$ cat src/rtl/irq_ctrl.sv
// Interrupt controller: synchronizes device request edges, latches them as pending,
// and presents one fixed-priority request to the pipeline until TAKE, then tracks service until RETI.
module irq_ctrl #(
  parameter int NDEV   = 4,
  parameter int IDBITS = 3,
  parameter int DBITS  = 16
) (
  input  logic              CLK,
  input  logic              RESET,
  input  logic [NDEV-1:0]   DEVREQ,
  input  logic [NDEV-1:0]   MASK,
  input  logic              IE,
  input  logic              TAKE,
  input  logic              RETI,
  output logic              IRQ,
  output logic [IDBITS-1:0] IID,
  output logic [DBITS-1:0]  SIIVAL,
  output logic [NDEV-1:0]   DEVACK,
  output logic [NDEV-1:0]   PEND,
  output logic              INSVC
);

  typedef enum logic [1:0] {
    IDLE = 2'd0,
    REQ  = 2'd1,
    SVC  = 2'd2
  } state_t;

  state_t state, state_n;

  logic [NDEV-1:0]   sync1, sync2, hist;
  logic [NDEV-1:0]   rise;
  logic [NDEV-1:0]   eligible;
  logic [NDEV-1:0]   iid_oh;
  logic [NDEV-1:0]   pend_n;
  logic [NDEV-1:0]   devack_n;
  logic [IDBITS-1:0] winner;
  logic [IDBITS-1:0] iid_n;
  logic              irq_n;
  logic              insvc_n;
  logic              iid_enabled;

  // Two-flop synchronizer plus a history flop; only a fresh 0->1 transition counts.
  assign rise     = sync2 & ~hist;
  assign eligible = PEND & MASK;

  // Descending scan so the lowest eligible index is the last (winning) assignment.
  always_comb begin
    winner = '0;
    for (int i = NDEV - 1; i >= 0; i--) begin
      if (eligible[i]) begin
        winner = IDBITS'(i);
      end
    end
  end

  always_comb begin
    iid_oh = '0;
    for (int i = 0; i < NDEV; i++) begin
      iid_oh[i] = (IID == IDBITS'(i));
    end
  end

  assign iid_enabled = |(MASK & iid_oh);

  always_comb begin
    state_n  = state;
    irq_n    = IRQ;
    iid_n    = IID;
    insvc_n  = INSVC;
    devack_n = '0;
    case (state)
      IDLE: begin
        if (IE && (|eligible)) begin
          state_n = REQ;
          irq_n   = 1'b1;
          iid_n   = winner;
        end
      end
      REQ: begin
        // TAKE wins over a same-cycle enable drop: the pipeline has already redirected.
        if (TAKE) begin
          state_n  = SVC;
          irq_n    = 1'b0;
          insvc_n  = 1'b1;
          devack_n = iid_oh;
        end else if (!IE || !iid_enabled) begin
          state_n = IDLE;
          irq_n   = 1'b0;
        end
      end
      SVC: begin
        if (RETI) begin
          state_n = IDLE;
          insvc_n = 1'b0;
        end
      end
      default: begin
        state_n = IDLE;
        irq_n   = 1'b0;
        insvc_n = 1'b0;
      end
    endcase
    // A new edge arriving with the service clear is kept pending.
    pend_n = (PEND & ~devack_n) | rise;
  end

  always_ff @(posedge CLK) begin
    if (RESET) begin
      state  <= IDLE;
      sync1  <= '0;
      sync2  <= '0;
      hist   <= '0;
      PEND   <= '0;
      IRQ    <= 1'b0;
      IID    <= '0;
      DEVACK <= '0;
      INSVC  <= 1'b0;
    end else begin
      state  <= state_n;
      sync1  <= DEVREQ;
      sync2  <= sync1;
      hist   <= sync2;
      PEND   <= pend_n;
      IRQ    <= irq_n;
      IID    <= iid_n;
      DEVACK <= devack_n;
      INSVC  <= insvc_n;
    end
  end

  assign SIIVAL = DBITS'(IID);

endmodule

$ cat config.mk
export PLATFORM = sky130hd
export DESIGN_NAME = irq_ctrl
export DESIGN_NICKNAME = d
export VERILOG_FILES = /design/src/rtl/irq_ctrl.sv
export SDC_FILE = /design/constraint.sdc
export NUM_CORES = 1
export LEC_CHECK = 0
export ABC_AREA = 1
export ABC_CLOCK_PERIOD_IN_PS = 930
export BUFFER_PORTS_ARGS = -buffer_cell sky130_fd_sc_hd__buf_2
export CAP_MARGIN = 20
export CORE_MARGIN = 10
export CORE_UTILIZATION = 42
export DETAILED_ROUTE_END_ITERATION = 6
export PLACE_DENSITY_LB_ADDON = 0.12
export SKIP_CTS_REPAIR_TIMING = 1
export SYNTH_ARGS = -nofsm -noshare
export SYNTH_HDL_FRONTEND = slang
export SYNTH_SLANG_ARGS = --single-unit
$ cat constraint.sdc
create_clock -name CLK -period 0.93 [get_ports CLK]
set_input_delay 0.1395 -clock CLK [delete_from_list [all_inputs] [get_ports CLK]]
set_output_delay 0.1395 -clock CLK [all_outputs]
set_load 0.005 [all_outputs]
==> out/metrics.csv <==
metric;value;unit
fin_skew;0.001566;ns
required;1.16;ns
avgSynthCellArea;7.695;um2
synth_top_cell_by_area;dfxtp_1;
first_pass_iters;4;
grt_max_degree;21;
grt_usage;8.740;%
maxCapViolCount;0;
critPathTopFamily;flip-flops;
crit_chain;inv_2 -> nor2_4 -> nand2_2 -> inv_4 -> nand3_2 -> a21oi_2 -> nor2_1;
cts_made_buffers;3;
dr_wl_met3;207;um
clkSinkCount;26;
wl_met2;1333;um
syn-instance-count;140;
hold_violations;0;
startpoint;state[0];
critPathMaxFanout;4;
cts_tree;done;
yosysWarnings;0;
io_pins;42;
area_delta_synth_final;44.72;%
worstPathArrival;1.30;ns
power.total;2075;uW
grt_pass1_wl;3677;um
rows;18;
setup_viol;21;
min_period_over_period;115.4;%
vdd_drop_max;1038;uV
ys_types;19;
clkTransAtPathRegs;0.13;ns
final_layout_size_suffix_gt1_share;54.05;%
wl;2511;um
worstSkewPairLatency;0.31;ns
antenna_found_initial;0;
drc;0;
nNetsFinal;199;
rsz0062_at_grt;yes;
grt-ovfl-total;0;
synthTopCellsByArea;dfxtp_1, buf_4, nor2_1;
syn_area;1077;um2
cp-start-kind;flip-flop;
violations;negative setup slack;
cpMaxStageDelayCell;dfxtp_2;
via_count;933;
hp-start;DEVREQ[1];
synth-seq-cells;26;
endpoint_kind;flip-flop;
grt_pass1_vias;861;
power_density;1331;nW/um2
yosysTopAreaCellShare;48.32;%
routed.top_layer;met4;
dieArea;4991;um2
wire_per_inst;11.68;um
cts-htree-levels;1;
fmax;932.0;MHz
clockRootBuffer;clkbuf_4;
dieWidth;70.65;um
ant_nets;0;
clk_path_buf_depth;2;
final_max_slew_viol_count;0;
synth-seq-area-share;48.32;%
m1WireLength;939;um
portBuffers;26;
chipHeight;70.65;um
vias_per_cell;4.340;
utilization;63.51;%
antenna_cells;0;
place_congestion;0.7968;
start_util;43.88;%
drt-initial-drc-count;28;
worst-path-buf-inv;2;
post-dp-hpwl;1847;um
slowest_delay;0.36;ns
core;2455;um2
status;finished, violations left;
crit_type;flip-flop to flip-flop;
p_leak;0.0007525;uW
holdCritPathClass;input pin to flip-flop;
rr_startpoint;state[0];
min_period;1.073;ns
finalWorstSetupSlack;-0.1429;ns
## through the flow
step / TNS, ns / instance area, um2 / setup WS [ns] / hold WS (ns) / cells
final: -1.641 / 1559 / -0.1429 / 0.01009 / 215
after global routing: -2.942 / 1559 / -0.2021 / 0.004222 / 215
after CTS: -1.807 / 1350 / -0.1358 / -0.005790 / 210
after detailed placement: -0.7540 / 1314 / -0.1147 / 0.3469 / 206
after global placement: -0.5735 / 1314 / -0.08539 / 0.3407 / 206
after floorplan: -0.2127 / 1155 / -0.04066 / 0.2465 / 154
## final timing paths
| path | end | slack [ns] | depth (start not counted) |
|---|---|---|---|
| max reg2reg | PEND[0] | -0.14 | 7 |
| max | PEND[0] | -0.14 | 7 |
| min reg2reg | sync2[2] | 0.41 | 2 |
| min | sync1[1] | 0.01 | 3 |
## worst reg2reg max path, stage by stage (launching register included)
cell and delay, ns:
dfxtp_2 0.36, inv_2 0.05, nor2_4 0.10, nand2_2 0.09, inv_4 0.11, nand3_2 0.09, a21oi_2 0.14, nor2_1 0.04
## layer usage
layer | vias up | track usage [%]
li1 | 481 | -
met1 | 425 | 8.703
met2 | 23 | 15.57
met3 | 4 | 3.626
met4 | 0 | 3.871
met5 | - | 0
## layout make-up
cell class,count,area (um2)
multi-input combinational,87,493.0
fill,228,895.9
timing repair buffer,47,365.4
clock buffer,4,36.28
tap,30,37.54
sequential,26,540.5
inverter,21,86.33
## cells by family after synthesis
logic type | after synthesis | share of synthesized area, %
AO/OA/AOI/OAI | 14 | 7.201
buffers and inverters | 41 | 20.44
flip-flops | 26 | 48.32
other | 1 | 0.3481
AND/OR/NAND/NOR | 58 | 23.69
## power by group
part           total (uW)  switching [uW]  internal [uW]
Combinational         338             174            164
Sequential           1190            30.3           1160
Clock                 548             309            239
Total                2070             513           1560
## Yosys cell counts
cell type and n:
buf_2 2, nand2_2 2, buf_4 17, nand3_2 2, o21ai_0 2, conb_1 1, inv_2 4, o21ai_2 1
o21ai_1 1, dfxtp_1 26, or2_1 1, nand2_1 14, nor2_1 27, inv_1 17, nor2_2 2, a21oi_1 9
a21oi_2 1, nand3_1 10, clkbuf_1 1
## state kept, by name, summed over array words and instances (netlist names)
name,flops
DEVACK,4
IID,2
INSVC,1
IRQ,1
PEND,4
hist,4
state,2
sync1,4
sync2,4
## layout by cell type, fill, tap and decap left out, drive strengths merged
master / n
buf: 46
nand2: 16
nor2: 29
a21oi: 10
nand3: 12
dfxtp: 26
or2: 1
dlygate4sd3: 1
o21ai: 4
conb: 15
clkbuf: 4
inv: 21
Power figures use the tool's default switching activity.
